## config.mk

```make
export PLATFORM = sky130hd
export DESIGN_NAME = fhalf_issue_flat
export DESIGN_NICKNAME = d
export VERILOG_FILES = /design/src/rtl/fpu_pkg.sv /design/src/rtl/fhalf_issue_if.sv /design/src/rtl/fpu_res_fifo.sv /design/src/rtl/fhalf_issue.sv /design/src/flat_wrapper.sv
export SDC_FILE = /design/constraint.sdc
export NUM_CORES = 1
export LEC_CHECK = 0
export CORE_ASPECT_RATIO = 0.8
export CORE_MARGIN = 5
export CORE_UTILIZATION = 44
export CTS_CLUSTER_DIAMETER = 150
export DETAILED_ROUTE_END_ITERATION = 8
export PLACE_DENSITY = 0.77
export SLEW_MARGIN = 20
export SYNTH_ARGS = -nofsm -noshare
export SYNTH_HDL_FRONTEND = slang
export SYNTH_SLANG_ARGS = --single-unit
```

## constraint.sdc

```tcl
create_clock -name clk -period 2.9 [get_ports clk]
set_input_delay 0.725 -clock clk [delete_from_list [all_inputs] [get_ports clk]]
set_output_delay 0.725 -clock clk [all_outputs]
set_load 0.03 [all_outputs]
```

## src/rtl/fpu_pkg.sv

```systemverilog
// Shared FPU issue-stage types: operand classes, field positions,
// the tagged-result record and the operand classifier.
package fpu_pkg;

    localparam int          SIGN_BIT  = 31;
    localparam int          EXP_MSB   = 30;
    localparam int          EXP_LSB   = 23;
    localparam logic [7:0]  EXP_MAX   = 8'hFF;
    // Tag width carried by the result record; issue stages use tags no wider.
    localparam int          FPU_TAG_W = 5;

    typedef enum logic [1:0] {
        FC_NORM = 2'd0,
        FC_ZERO = 2'd1,
        FC_SPEC = 2'd2
    } fclass_t;

    typedef struct packed {
        logic [31:0]          y;
        logic [FPU_TAG_W-1:0] tag;
    } fres_t;

    // Zero and denormals share FC_ZERO; Inf and NaN share FC_SPEC.
    function automatic fclass_t classify(input logic [31:0] x);
        logic [7:0] e;
        fclass_t    c;
        e = x[EXP_MSB:EXP_LSB];
        if (e == 8'h00) begin
            c = FC_ZERO;
        end else if (e == EXP_MAX) begin
            c = FC_SPEC;
        end else begin
            c = FC_NORM;
        end
        return c;
    endfunction

endpackage

```

## src/rtl/fhalf_issue_if.sv

```systemverilog
// Operand and result handshakes of the fhalf issue sequencer.
interface fhalf_issue_if #(
    parameter int TAG_W = 5
) ();
    logic             in_valid;
    logic             in_ready;
    logic [31:0]      in_x;
    logic [TAG_W-1:0] in_tag;
    logic             out_valid;
    logic             out_ready;
    logic [31:0]      out_y;
    logic [TAG_W-1:0] out_tag;

    modport master (
        output in_valid, in_x, in_tag, out_ready,
        input  in_ready, out_valid, out_y, out_tag
    );

    modport slave (
        input  in_valid, in_x, in_tag, out_ready,
        output in_ready, out_valid, out_y, out_tag
    );
endinterface

```

## src/rtl/fpu_res_fifo.sv

```systemverilog
// In-order result FIFO with an occupancy count; head reads as zero when empty.
module fpu_res_fifo #(
    parameter  int W     = 32,
    parameter  int DEPTH = 4,
    localparam int PTR_W = (DEPTH > 1) ? $clog2(DEPTH) : 1,
    localparam int CNT_W = $clog2(DEPTH + 1)
) (
    input  logic             clk,
    input  logic             rstn,
    input  logic             push,
    input  logic [W-1:0]     din,
    input  logic             pop,
    output logic [W-1:0]     head,
    output logic [CNT_W-1:0] count
);

    localparam logic [CNT_W-1:0] CNT_FULL = CNT_W'(DEPTH);

    logic [W-1:0]     r_mem [DEPTH];
    logic [PTR_W-1:0] r_wr;
    logic [PTR_W-1:0] r_rd;
    logic [CNT_W-1:0] r_cnt;
    logic             w_do_push;
    logic             w_do_pop;

    // Pointers wrap at DEPTH so non-power-of-two depths work.
    function automatic logic [PTR_W-1:0] ptr_inc(input logic [PTR_W-1:0] p);
        logic [PTR_W-1:0] n;
        if (p == PTR_W'(DEPTH - 1)) begin
            n = '0;
        end else begin
            n = p + PTR_W'(1);
        end
        return n;
    endfunction

    // A pop frees a slot in the same cycle, so push into a full FIFO is legal then.
    always_comb begin
        w_do_pop  = pop && (r_cnt != '0);
        w_do_push = push && ((r_cnt != CNT_FULL) || w_do_pop);
    end

    // Read/write pointers and occupancy count.
    always_ff @(posedge clk or negedge rstn) begin
        if (!rstn) begin
            r_wr  <= '0;
            r_rd  <= '0;
            r_cnt <= '0;
        end else begin
            if (w_do_push) begin
                r_wr <= ptr_inc(r_wr);
            end
            if (w_do_pop) begin
                r_rd <= ptr_inc(r_rd);
            end
            case ({w_do_push, w_do_pop})
                2'b10:   r_cnt <= r_cnt + CNT_W'(1);
                2'b01:   r_cnt <= r_cnt - CNT_W'(1);
                default: r_cnt <= r_cnt;
            endcase
        end
    end

    // Entry storage.
    always_ff @(posedge clk or negedge rstn) begin
        if (!rstn) begin
            for (int i = 0; i < DEPTH; i++) begin
                r_mem[i] <= '0;
            end
        end else if (w_do_push) begin
            r_mem[r_wr] <= din;
        end
    end

    assign head  = (r_cnt != '0) ? r_mem[r_rd] : '0;
    assign count = r_cnt;

endmodule

```

## src/rtl/fhalf_issue.sv

```systemverilog
// Issue/retire sequencer around the external fhalf (x*0.5) unit: classifies
// operands, bypasses zero/denormal and Inf/NaN, and retires results in order
// through a credit-limited result FIFO.
module fhalf_issue
    import fpu_pkg::*;
#(
    parameter int TAG_W    = FPU_TAG_W,
    parameter int UNIT_LAT = 1,
    parameter int DEPTH    = 4
) (
    input  logic          clk,
    input  logic          rstn,
    fhalf_issue_if.slave  bus,
    output logic [31:0]   unit_x,
    input  logic [31:0]   unit_y,
    output logic          busy
);

    localparam int               OCC_W   = $clog2(DEPTH + 1);
    localparam logic [OCC_W-1:0] OCC_MAX = OCC_W'(DEPTH);
    localparam int               LAST    = UNIT_LAT - 1;

    // S0: operand currently presented to fhalf.
    logic             r_s0_valid;
    logic [31:0]      r_s0_x;
    logic [TAG_W-1:0] r_s0_tag;
    fclass_t          r_s0_cls;

    // Pipe stages running alongside fhalf's internal latency.
    logic             r_pv   [UNIT_LAT];
    logic [TAG_W-1:0] r_ptag [UNIT_LAT];
    fclass_t          r_pcls [UNIT_LAT];
    logic [31:0]      r_px   [UNIT_LAT];

    logic [OCC_W-1:0] r_occ;
    logic             w_in_ready;
    logic             w_acc;
    logic             w_pop;
    logic             w_out_valid;
    fres_t            w_res;
    fres_t            w_head;
    logic [OCC_W-1:0] w_fifo_cnt;

    // Credit depends only on registered occupancy, never on the handshakes.
    assign w_in_ready  = (r_occ < OCC_MAX);
    assign w_acc       = bus.in_valid && w_in_ready;
    assign w_out_valid = (w_fifo_cnt != '0);
    assign w_pop       = w_out_valid && bus.out_ready;

    // Ops in flight across S0, pipe and FIFO.
    always_ff @(posedge clk or negedge rstn) begin
        if (!rstn) begin
            r_occ <= '0;
        end else begin
            case ({w_acc, w_pop})
                2'b10:   r_occ <= r_occ + OCC_W'(1);
                2'b01:   r_occ <= r_occ - OCC_W'(1);
                default: r_occ <= r_occ;
            endcase
        end
    end

    // S0 capture; the operand is held between accepts so unit_x stays quiet.
    always_ff @(posedge clk or negedge rstn) begin
        if (!rstn) begin
            r_s0_valid <= 1'b0;
            r_s0_x     <= 32'd0;
            r_s0_tag   <= '0;
            r_s0_cls   <= FC_NORM;
        end else begin
            r_s0_valid <= w_acc;
            if (w_acc) begin
                r_s0_x   <= bus.in_x;
                r_s0_tag <= bus.in_tag;
                r_s0_cls <= classify(bus.in_x);
            end
        end
    end

    // Metadata shift matching fhalf's latency; it never stalls.
    always_ff @(posedge clk or negedge rstn) begin
        if (!rstn) begin
            for (int i = 0; i < UNIT_LAT; i++) begin
                r_pv[i]   <= 1'b0;
                r_ptag[i] <= '0;
                r_pcls[i] <= FC_NORM;
                r_px[i]   <= 32'd0;
            end
        end else begin
            r_pv[0]   <= r_s0_valid;
            r_ptag[0] <= r_s0_tag;
            r_pcls[0] <= r_s0_cls;
            r_px[0]   <= r_s0_x;
            for (int i = 1; i < UNIT_LAT; i++) begin
                r_pv[i]   <= r_pv[i-1];
                r_ptag[i] <= r_ptag[i-1];
                r_pcls[i] <= r_pcls[i-1];
                r_px[i]   <= r_px[i-1];
            end
        end
    end

    // Result select: fhalf output for normals, exact bypass otherwise.
    always_comb begin
        w_res     = '0;
        w_res.tag = FPU_TAG_W'(r_ptag[LAST]);
        case (r_pcls[LAST])
            FC_NORM: w_res.y = unit_y;
            FC_ZERO: w_res.y = {r_px[LAST][SIGN_BIT], 31'd0};
            FC_SPEC: w_res.y = r_px[LAST];
            default: w_res.y = r_px[LAST];
        endcase
    end

    fpu_res_fifo #(
        .W     ($bits(fres_t)),
        .DEPTH (DEPTH)
    ) u_fifo (
        .clk   (clk),
        .rstn  (rstn),
        .push  (r_pv[LAST]),
        .din   (w_res),
        .pop   (w_pop),
        .head  (w_head),
        .count (w_fifo_cnt)
    );

    assign unit_x        = r_s0_x;
    assign busy          = (r_occ != '0);
    assign bus.in_ready  = w_in_ready;
    assign bus.out_valid = w_out_valid;
    assign bus.out_y     = w_head.y;
    assign bus.out_tag   = TAG_W'(w_head.tag);

endmodule

```

## src/flat_wrapper.sv

```systemverilog
// flat-port wrapper written by rule: the top's interface ports become plain ports
module fhalf_issue_flat import fpu_pkg::*;
#(
    parameter int TAG_W    = FPU_TAG_W,
    parameter int UNIT_LAT = 1,
    parameter int DEPTH    = 4
)
  (clk, rstn, unit_x, unit_y, busy, bus_in_valid, bus_in_x, bus_in_tag, bus_out_ready, bus_in_ready, bus_out_valid, bus_out_y, bus_out_tag);
  fhalf_issue_if #(.TAG_W(TAG_W)) bus_i ();
  input  logic clk;
  input  logic rstn;
  output logic [31:0] unit_x;
  input  logic [31:0] unit_y;
  output logic busy;
  input wire logic [$bits(bus_i.in_valid)-1:0] bus_in_valid;
  input wire logic [$bits(bus_i.in_x)-1:0] bus_in_x;
  input wire logic [$bits(bus_i.in_tag)-1:0] bus_in_tag;
  input wire logic [$bits(bus_i.out_ready)-1:0] bus_out_ready;
  output wire logic [$bits(bus_i.in_ready)-1:0] bus_in_ready;
  output wire logic [$bits(bus_i.out_valid)-1:0] bus_out_valid;
  output wire logic [$bits(bus_i.out_y)-1:0] bus_out_y;
  output wire logic [$bits(bus_i.out_tag)-1:0] bus_out_tag;
  assign bus_i.in_valid = bus_in_valid;
  assign bus_i.in_x = bus_in_x;
  assign bus_i.in_tag = bus_in_tag;
  assign bus_i.out_ready = bus_out_ready;
  assign bus_in_ready = bus_i.in_ready;
  assign bus_out_valid = bus_i.out_valid;
  assign bus_out_y = bus_i.out_y;
  assign bus_out_tag = bus_i.out_tag;
  fhalf_issue #(.TAG_W(TAG_W), .UNIT_LAT(UNIT_LAT), .DEPTH(DEPTH)) u_core (.clk(clk), .rstn(rstn), .bus(bus_i), .unit_x(unit_x), .unit_y(unit_y), .busy(busy));
endmodule
```

==> flow_summary.ini <==
[place]
gp_congestion = 0.761
dp_hpwl_um = 14900
placed_instance_count = 1137
number_of_buffer_cells_added_on_primary_ports = 144
placement.cell_area_sq_mm = 0.0119

[worst_setup_path]
worst_ep_required_time_ps = 2170
library_cell_appearing_most_often_on_the_critical_path = sky130_fd_sc_hd__buf_4
rr_endpoint = u_core.u_fifo.count[2]
regToRegStartpoint = u_core.u_fifo.count[0]
crit_path_cell_trace = buf_4 -> clkbuf_16 -> mux4_2 -> and2_1 -> buf_4
worst_setup_path_end_kind = output pin
cp_num_buf_inv = 3
crit_family = multiplexers
arrival_time_reported_for_the_critical_path_endpoint_ps = 2130
critical_path.max_fanout = 9
timing.critical_path.slowest_stage_cell = sky130_fd_sc_hd__mux4_2
timing.critical_path.from_type = flop
timing.reg2reg.worst_path_depth = 9
worst_path_max_stage_delay_ps = 500
register_to_register_setup_slack_ps = 590
critPathKind = reg -> out

[sta]
unrepaired_setup_endpoints_after_global_routing = true
fmax_mhz = 351
slew-limit-headroom = 0.483
finalHoldViolations = 0
layout_min_cycle_time_ps = 2850
timing.final.max_slew_violations = 0
final.setup_skew_ps = 9.94
finalCritPeriodShare = 0.983
worst_tran_pin_value_ps = 773
final-setup-viol-count = 0

[cts]
cts-htree-levels = 1
cts.path.max_buffers = 3
numCtsBuffers = 25
ctsRootBufferMaster = sky130_fd_sc_hd__clkbuf_16
clk_transition_reported_paths_ps = 60
clock_sink_count = 238
insertion_delay_to_the_later_sink_of_the_worst_skew_pair_ps = 510
cts_tree = yes

[die]
floorplan.initialDensity = 0.448
core-area_sq_mm = 0.0225
rows = 49
die_h_um = 145
dieWidth_um = 179
die_area_sq_mm = 0.0261
floorplan.io_pins = 145

[logic_synthesis]
yosys.cell_types.count = 26
post_synthesis_sequential_area_ratio = 0.591
post_synth_instance_area_sq_mm = 0.0101
synth-warning-count = 0
mappedNetlistNets = 784
ys_seq_elements = 238
dominantRegCellSynth = sky130_fd_sc_hd__dfrtp_1
syn_inst = 702
most_used_standard_cells_in_the_synthesized_netlist = 238 x sky130_fd_sc_hd__dfrtp_1, 153 x sky130_fd_sc_hd__mux2_2, 118 x sky130_fd_sc_hd__nand2_1, 39 x sky130_fd_sc_hd__and2_1, 37 x sky130_fd_sc_hd__mux4_2
async_reset_ff_frac = 1.00
synth_most_common_cell = sky130_fd_sc_hd__dfrtp_1
synth_enable_flop_cells = 0
yosysTopAreaCellShare = 0.591
syn_avg_cell_area_sq_um = 14.4
synthTopCellsByArea = sky130_fd_sc_hd__dfrtp_1 59%, sky130_fd_sc_hd__mux2_2 17%, sky130_fd_sc_hd__mux4_2 8.3%
synth.largest_area_cell = sky130_fd_sc_hd__dfrtp_1

[power]
power_per_cell_area_mw_per_mm2 = 1280
leakagePower_uw = 0.00573
irDropWorstVdd_v = 0.000682

[routing]
wire_per_inst_um = 19.2
antenna_violating_nets_post_route = 0
viasPerCell = 5.16
drt_iter0_markers = 475
count_of_vias_placed_by_the_detailed_router = 6114
first_pass_iters = 6
drc = 0
route.final.wire_length_um = 22800

[layout]
layout.nets = 943
layout.cell_area.non_filler_sq_mm = 0.0128
diodes = 0
final_cells = 1185
final_layout_size_suffix_gt1_frac = 0.350
fillCellCount = 1801
flow.area_growth_from_synthesis_pct = 26.6

[global_route]
via_count_of_the_first_global_routing_pass = 6680
grt_usage = 0.176
antenna_found_initial = 0
wire_length_of_the_first_global_routing_pass_um = 36800
busiest_layer = met2
globalRouteOverflowTotal = 0
grt_max_degree = 89
grtUsageMet1 = 0.262
met2_usage = 0.272
grt_use_met3 = 0.0327

[worst_hold_path]
type_of_the_most_critical_hold_path = in -> async

[run_status]
outcome = finished, final reports clean

[run]
drv.max_cap_violation_count = 0
timing repair:
| action | CTS | global route |
|---|---|---|
| setup endpoints to repair | 18 | 24 |
| gates resized for setup | 5 | 5 |
| cloned | 0 | 1 |
| buffers inserted | 0 | 2 |
| hold buffers | 0 | 0 |
how the worst max path moves through the flow:
stage | cells after the start | slack [ps] | from | endpoint
floorplan | 4 | 540 | u_core.u_fifo.r_rd[0] | bus_out_y[23]
global placement | 9 | 170 | bus_out_ready | u_core.u_fifo.count[2]
detailed placement | 9 | 100 | bus_out_ready | u_core.u_fifo.count[2]
CTS | 4 | -8 | u_core.u_fifo.r_rd[0] | bus_out_tag[2]
global route | 4 | -20 | u_core.u_fifo.r_rd[0] | bus_out_y[24]
finish | 5 | 50 | u_core.u_fifo.r_rd[0] | bus_out_y[3]
sequential cells by signal, summed over array words and instances (netlist names):
signal and count:
u_core.u_fifo.r_wr 2, u_core.r_occ 3, u_core.r_s0_tag 5, u_core.r_ptag 5, u_core.u_fifo.r_rd 2, u_core.u_fifo.r_mem 148, u_core.r_s0_cls 2, u_core.r_px 32
u_core.r_pv 1, u_core.r_pcls 2, u_core.unit_x 32, u_core.r_s0_valid 1, u_core.u_fifo.count 3
layout by cell type (no fill, tap or decap), types with 10 or more instances in the layout:
master,n
sky130_fd_sc_hd__mux4_2,37
sky130_fd_sc_hd__buf_4,54
sky130_fd_sc_hd__a22o_1,31
sky130_fd_sc_hd__and2_1,39
sky130_fd_sc_hd__clkbuf_16,26
sky130_fd_sc_hd__clkdlybuf4s50_1,105
sky130_fd_sc_hd__dfrtp_1,236
sky130_fd_sc_hd__mux2_2,153
sky130_fd_sc_hd__inv_1,10
sky130_fd_sc_hd__nand2_1,118
per-layer routing:
layer | routed length [um] | share of wire | up-vias
li1 | - | - | 2771
met5 | 0 | 0 | -
met3 | 1140 | 0.050 | 32
met4 | 396 | 0.017 | 0
met2 | 10600 | 0.47 | 147
met1 | 10600 | 0.47 | 3164
through the flow:
stage / setup slack (ps) / power (uW) / hold slack (ps) / utilization / setup TNS (ps)
final: 48.7 / 16400 / 156 / 0.567 / 0
after global routing: -22.3 / 17300 / 198 / 0.567 / -126
after CTS: -8.37 / 16400 / 169 / 0.565 / -14.5
after detailed placement: 103 / 13100 / 340 / 0.527 / 0
after global placement: 172 / 12900 / 332 / 0.527 / 0
after floorplan: 537 / 10500 / 331 / - / 0
kinds of logic after synthesis:
kind of cell | Yosys count | share of synthesized area
flip-flops | 238 | 0.591
multiplexers | 192 | 0.255
AND/OR/NAND/NOR | 176 | 0.0802
buffers and inverters | 49 | 0.0282
AO/OA/AOI/OAI | 32 | 0.0277
adder cells (fa/ha/maj) | 9 | 0.0127
XOR/XNOR | 6 | 0.00521
cell type report:
| class | instances | area, sq um | area share |
|---|---|---|---|
| clock inverters | 15 | 169 | 0.0132 |
| inverters | 10 | 37.5 | 0.00294 |
| well taps | 306 | 383 | 0.0300 |
| flip-flops and latches | 238 | 5960 | 0.467 |
| repair buffers | 171 | 1670 | 0.130 |
| multi-input cells | 415 | 3880 | 0.304 |
| clock buffers | 30 | 674 | 0.0528 |
where the power goes:
group          internal, uW  switching [uW]
sequential             4930             899
clock                  1930            1310
combinational          3600            3670
Note: power is estimated with default switching activity, not from simulation.
==> RTL change 1, RTL diff (same flow settings) <==
Set the package constant `FPU_TAG_W` to 10 (it was 5).
--- a/src/rtl/fpu_pkg.sv
+++ b/src/rtl/fpu_pkg.sv
@@ -9,3 +9,3 @@
     // Tag width carried by the result record; issue stages use tags no wider.
-    localparam int          FPU_TAG_W = 5;
+    localparam int          FPU_TAG_W = 10;
 
Ports: changed (resized bus_in_tag and bus_out_tag); port bits go from 145 to 155. No check against the original RTL was run, so the function may have changed too.
==> RTL change 1 against the original RTL <==
- sequential share of layout area increased by 0.24 points
- non-clock buffer count rose by 21
- sequential cell count is 30 higher
- setup slack got worse by 0.040 ns
- critical path type unchanged
- final cell count grew 10%
- wire length is 13% higher
- sequential power is 11% higher
- area after synthesis grew 12%
- design area rose by 12%
- total power up 10%
==> RTL change 1: results (changes against the original RTL) <==
Critical path
  • Delay contributed by the slowest stage of the critical path: 0.49 ns
  • Family with the most delay on the worst path: buffers and inverters
  • Reg-to-reg setup timing slack: 0.68 ns (+0.09 ns)
  • Crit path launch: u_core.u_fifo.r_rd[0]
  • Origin of the critical flop-to-flop path: u_core.u_fifo.count[1]
  • Reg-to-Reg End: u_core.u_fifo.count[2]
  • Bufs and invs on worst path: 4 (+1)
  • Worst setup path end: bus_out_y[30]
  • Logic depth of the worst register-to-register path: 8 (-1)
  • Worst Path Max Fanout: 6 (-3)
  • Arrival time at the worst endpoint: 2.17 ns (+0.04 ns)
  • Library cell contributing the largest single delay on the critical path: sky130_fd_sc_hd__dfrtp_4

Global routing
  • Number of global-route vias before repair: 7386 (+11%)
  • First-pass GRT wire length: 40800 um (+11%)
  • Antenna violations before repair: 1 (+1)
  • Aggregate global-route resource usage: 17.3% (-0.28 points)
  • Largest net degree at the start of global routing: 64 (-28%)

Detailed routing
  • Number of violations reported at the end of detailed-routing iteration 0: 394 (-17%)
  • Mean routed wirelength per cell: 19.7 um (+2.6%)
  • Drt first pass iters: 4 (-2)
  • Number of vias in the routed layout: 6858 (+12%)

Layout
  • Share of cells above drive strength 1: 36.1% (+1.1 points)
  • Largest register FFs: 168 (+14%)
  • Layout net count: 1046 (+11%)
  • Antenna fix cells: 0 (unchanged)
  • Most flops, register: u_core.u_fifo.r_mem
  • Fill cell total of the finished layout: 2061 (+14%)

Pwr
  • Clk pwr: 3.51 mW (+8.3%)
  • Switching share of total power: 35.7% (-0.23 points)
  • Worst-case vdd ir drop: 0.000575 V (-16%)
  • Seq. pwr: 6.48 mW (+11%)
  • Reported leakage power: 6.47 nW (+13%)

Yosys
  • Cell variety after synth: 26 (unchanged)
  • Fraction of the yosys area taken by sequential cells: 59.3% (+0.22 points)
  • Synthesized Nets: 871 (+11%)
  • Area contributors post-synth: sky130_fd_sc_hd__dfrtp_1, sky130_fd_sc_hd__mux2_2, sky130_fd_sc_hd__mux4_2
  • Post-synth top cells: sky130_fd_sc_hd__dfrtp_1, sky130_fd_sc_hd__mux2_2, sky130_fd_sc_hd__nand2_1

Placement
  • HPWL Detailed: 16300 um (+9.7%)
  • Weighted congestion reported at the end of routability-driven placement: 0.749 (-1.6%)
  • Port Buffers: 154 (+6.9%)

STA
  • Final setup skew: 0.0117 ns (+0.00171 ns)
  • Slew margin rel.: 69.1% (+21 points)

Run status
  • Outcome: complete, no violations

Min path
  • Worst min path class: input pin to asynchronous set/reset pin

Clock network
  • Clock network latency to the later pin of the worst-skew pair: 0.53 ns (+0.02 ns)
  • Clock buffer count from CTS: 27 (+8.0%)
  • Clock transition at the registers of the reported paths: 0.06 ns (about the same)
  • H-tree level count: 1 (unchanged)
[RTL change 1: metrics by stage]
| stage | instance area, um2 | hold slack, ns | std cells | power [mW] | setup WS, ns |
|---|---|---|---|---|---|
| 4_1_cts | 14300 | 0.117 | 1295 | 18.2 | -0.132 |
| 3_5_place_dp | 13400 | 0.345 | 1245 | 14.8 | 0.128 |
| 3_3_place_gp | 13400 | 0.332 | 1245 | 14.6 | 0.161 |
| 5_1_grt | 14300 | 0.123 | 1304 | 19.1 | -0.0425 |
| 2_1_floorplan | 11300 | 0.331 | 784 | 11.7 | 0.466 |
| 6_report | 14300 | 0.114 | 1304 | 18.0 | 0.00882 |
[RTL change 1: layout make-up]
| class | instances | area (um2) | share of cell area (%) |
|---|---|---|---|
| flip-flops and latches | 268 | 6710 | 46.9 |
| multi-input cells | 460 | 4300 | 30.1 |
| repair buffers | 192 | 1940 | 13.5 |
| clock buffers | 39 | 801 | 5.60 |
| well taps | 324 | 405 | 2.83 |
| clock inverters | 11 | 113 | 0.787 |
| inverters | 10 | 37.5 | 0.262 |
[RTL change 1: kinds of logic after synthesis]
kind of cell,share of synthesized area (%)
AND/OR/NAND/NOR,7.92
multiplexers,25.8
AO/OA/AOI/OAI,2.47
flip-flops,59.3
adder cells (fa/ha/maj),1.13
XOR/XNOR,0.465
buffers and inverters,2.98
[RTL change 1: timing repair]
action | 4_1_cts | 5_1_grt
resized for setup | 109 | 87
buffers inserted | 0 | 4
hold buffers | 0 | 0
cloned | 0 | 5
setup endpoints to repair | 39 | 39
[RTL change 1: per-layer routing]
layer  wire length (um)  GRT usage, %  vias to the layer above  share of wire [%]
met5                 13             0                        -              0.051
met4                312          2.93                        2                1.2
met3               1520          3.74                       31                5.9
met2              12000          27.7                      169                 47
met1              11900          25.0                     3568                 46
li1                   -             -                     3088                  -
==> RTL change 2, RTL diff (same settings) <==
Made on the original files. Make the reset (`rstn`) synchronous in 5 clocked blocks.
--- a/src/rtl/fpu_res_fifo.sv
+++ b/src/rtl/fpu_res_fifo.sv
@@ -43,3 +43,3 @@
     // Read/write pointers and occupancy count.
-    always_ff @(posedge clk or negedge rstn) begin
+    always_ff @(posedge clk) begin
         if (!rstn) begin
@@ -64,3 +64,3 @@
     // Entry storage.
-    always_ff @(posedge clk or negedge rstn) begin
+    always_ff @(posedge clk) begin
         if (!rstn) begin
--- a/src/rtl/fhalf_issue.sv
+++ b/src/rtl/fhalf_issue.sv
@@ -50,3 +50,3 @@
     // Ops in flight across S0, pipe and FIFO.
-    always_ff @(posedge clk or negedge rstn) begin
+    always_ff @(posedge clk) begin
         if (!rstn) begin
@@ -63,3 +63,3 @@
     // S0 capture; the operand is held between accepts so unit_x stays quiet.
-    always_ff @(posedge clk or negedge rstn) begin
+    always_ff @(posedge clk) begin
         if (!rstn) begin
@@ -80,3 +80,3 @@
     // Metadata shift matching fhalf's latency; it never stalls.
-    always_ff @(posedge clk or negedge rstn) begin
+    always_ff @(posedge clk) begin
         if (!rstn) begin
Check against the original RTL: differs if rstn is asserted again (counterexample within 4 cycles, from zero or initial values and one cycle with rstn low); with rstn held inactive, the same outputs for 4 cycles.
==> RTL change 2 against the original RTL <==
- design area decreased by 0.51%
- utilization up 1.7 points
- largest cell class unchanged
- setup slack improved by 0.012 ns
- worst hold slack improved by 0.29 ns
- sequential cell count rose by 2
- wire length up 3.5%
- area after synthesis down 2.9%
- final cell count up 6.2%
Power is not compared: it rests on default switching activity, and its combinational part moved more than twofold at a synthesized area within 25%.
==> RTL change 2: results (changes against the original RTL) <==
Run status
  • Outcome: complete, no violations

Yosys
  • Adder and majority gate portion of the synthesized area: 0.793% (-0.47 points)
  • Area contributors post-synth: sky130_fd_sc_hd__edfxtp_1, sky130_fd_sc_hd__dfxtp_1, sky130_fd_sc_hd__nor2_1
  • Post-synthesis share of cell area spent on xor and xnor gates: 0.358% (-0.16 points)
  • Synthesized Nets: 870 (+11%)
  • Post-synth top cells: sky130_fd_sc_hd__nor2_1, sky130_fd_sc_hd__edfxtp_1, sky130_fd_sc_hd__dfxtp_1
  • Fraction of the yosys area taken by sequential cells: 64.2% (+5.2 points)
  • EDFF count, synth: 148 (+148)
  • Cell variety after synth: 41 (+58%)
  • Area fraction in compound gates after synthesis: 5.74% (+3.0 points)
  • Portion of netlist area occupied by mux cells: 8.62% (-17 points)
  • Avg Inst Size Synth: 12.4 um2 (-14%)
  • Synth async-reset ratio: 0% (-100 points)

Critical path
  • Delay contributed by the slowest stage of the critical path: 0.47 ns (-0.03 ns)
  • Logic depth of the worst register-to-register path: 6 (-3)
  • Reg-to-Reg End: u_core.u_fifo.count[1]
  • Origin of the critical flop-to-flop path: u_core.u_fifo.count[2]
  • Library cell contributing the largest single delay on the critical path: sky130_fd_sc_hd__dfxtp_4
  • Arrival time at the worst endpoint: 2.11 ns (-0.02 ns)
  • Critical path launch point type: flip-flop
  • Worst Path Max Fanout: 5 (-4)
  • Reg-to-reg setup timing slack: 0.75 ns (+0.16 ns)

Pwr
  • Reported leakage power: 4.86 nW

Clock network
  • Number of gates given a new drive strength after cts: 6 (+1)
  • Clock buffer count from CTS: 24 (-4.0%)
  • Clock transition at the registers of the reported paths: 0.07 ns
  • Clock buffer depth: 3 (unchanged)

Detailed routing
  • Drt first pass iters: 5 (-1)
  • Number of violations reported at the end of detailed-routing iteration 0: 547 (+15%)
  • Final Routed Wirelength: 23600 um (+3.5%)
  • Mean routed wirelength per cell: 18.7 um (-2.5%)
  • Vias per Instance: 5.24 (+1.6%)

Global routing
  • Aggregate global-route resource usage: 18.7% (+1.1 points)
  • Number of global-route vias before repair: 6690 (+0.15%)
  • Largest net degree at the start of global routing: 60 (-33%)
  • First-pass GRT wire length: 37100 um (+0.94%)

Placement
  • Port Buffers: 144 (unchanged)
  • Count of placed standard cells including taps: 1213 (+6.7%)
  • Weighted congestion reported at the end of routability-driven placement: 0.778 (+2.3%)
  • Placed inst area: 11800 um2 (-0.94%)
  • Placement-stage worst setup slack: 0.00233 ns (-0.101 ns)
  • HPWL Detailed: 15500 um (+4.3%)

Layout
  • Share of cells above drive strength 1: 17.2% (-18 points)
  • Most flops, register: u_core.u_fifo.r_mem
  • Layout net count: 1019 (+8.1%)

STA
  • Smallest hold slack: 0.450 ns (+0.294 ns)
  • Final setup skew: 0.00784 ns (-0.00210 ns)
  • Slew margin rel.: 57.7% (+9.4 points)

Min path
  • Start point of the worst min-delay path: u_core.r_s0_cls[1]
  • Worst min path class: flip-flop to flip-flop
RTL change 2: area by class of cell:
type / instances / area [um2]
inverter: 15 / 56.3
clock inverter: 11 / 138
sequential: 240 / 6290
fill: 1756 / 9040
clock buffer: 33 / 759
tap: 300 / 375
timing repair buffer: 179 / 1940
multi-input combinational: 481 / 3140
RTL change 2: worst max-delay path, delay by kind of cell, from the launching register on:
family | cells | cell delay, ns
muxes | 1 | 0.47
and+or+nand+nor | 1 | 0.17
DFF | 1 | 0.47
buffers and inverters | 2 | 0.50
RTL change 2: routing by layer:
layer,track usage (%),wire [um]
met5,0,0
met4,4.72,517
met3,4.26,2180
met2,29.3,10700
met1,26.6,10200
RTL change 2: how the worst max path moves through the flow:
stage	end	slack, ns	cells after the start
floorplan	u_core.u_fifo.r_mem[2][0]	0.06	6
global placement	u_core.r_occ[2]	0.05	9
detailed placement	u_core.r_occ[2]	0.002	9
CTS	bus_out_y[8]	0.04	4
global route	bus_out_y[27]	0.01	4
finish	bus_out_y[20]	0.06	4
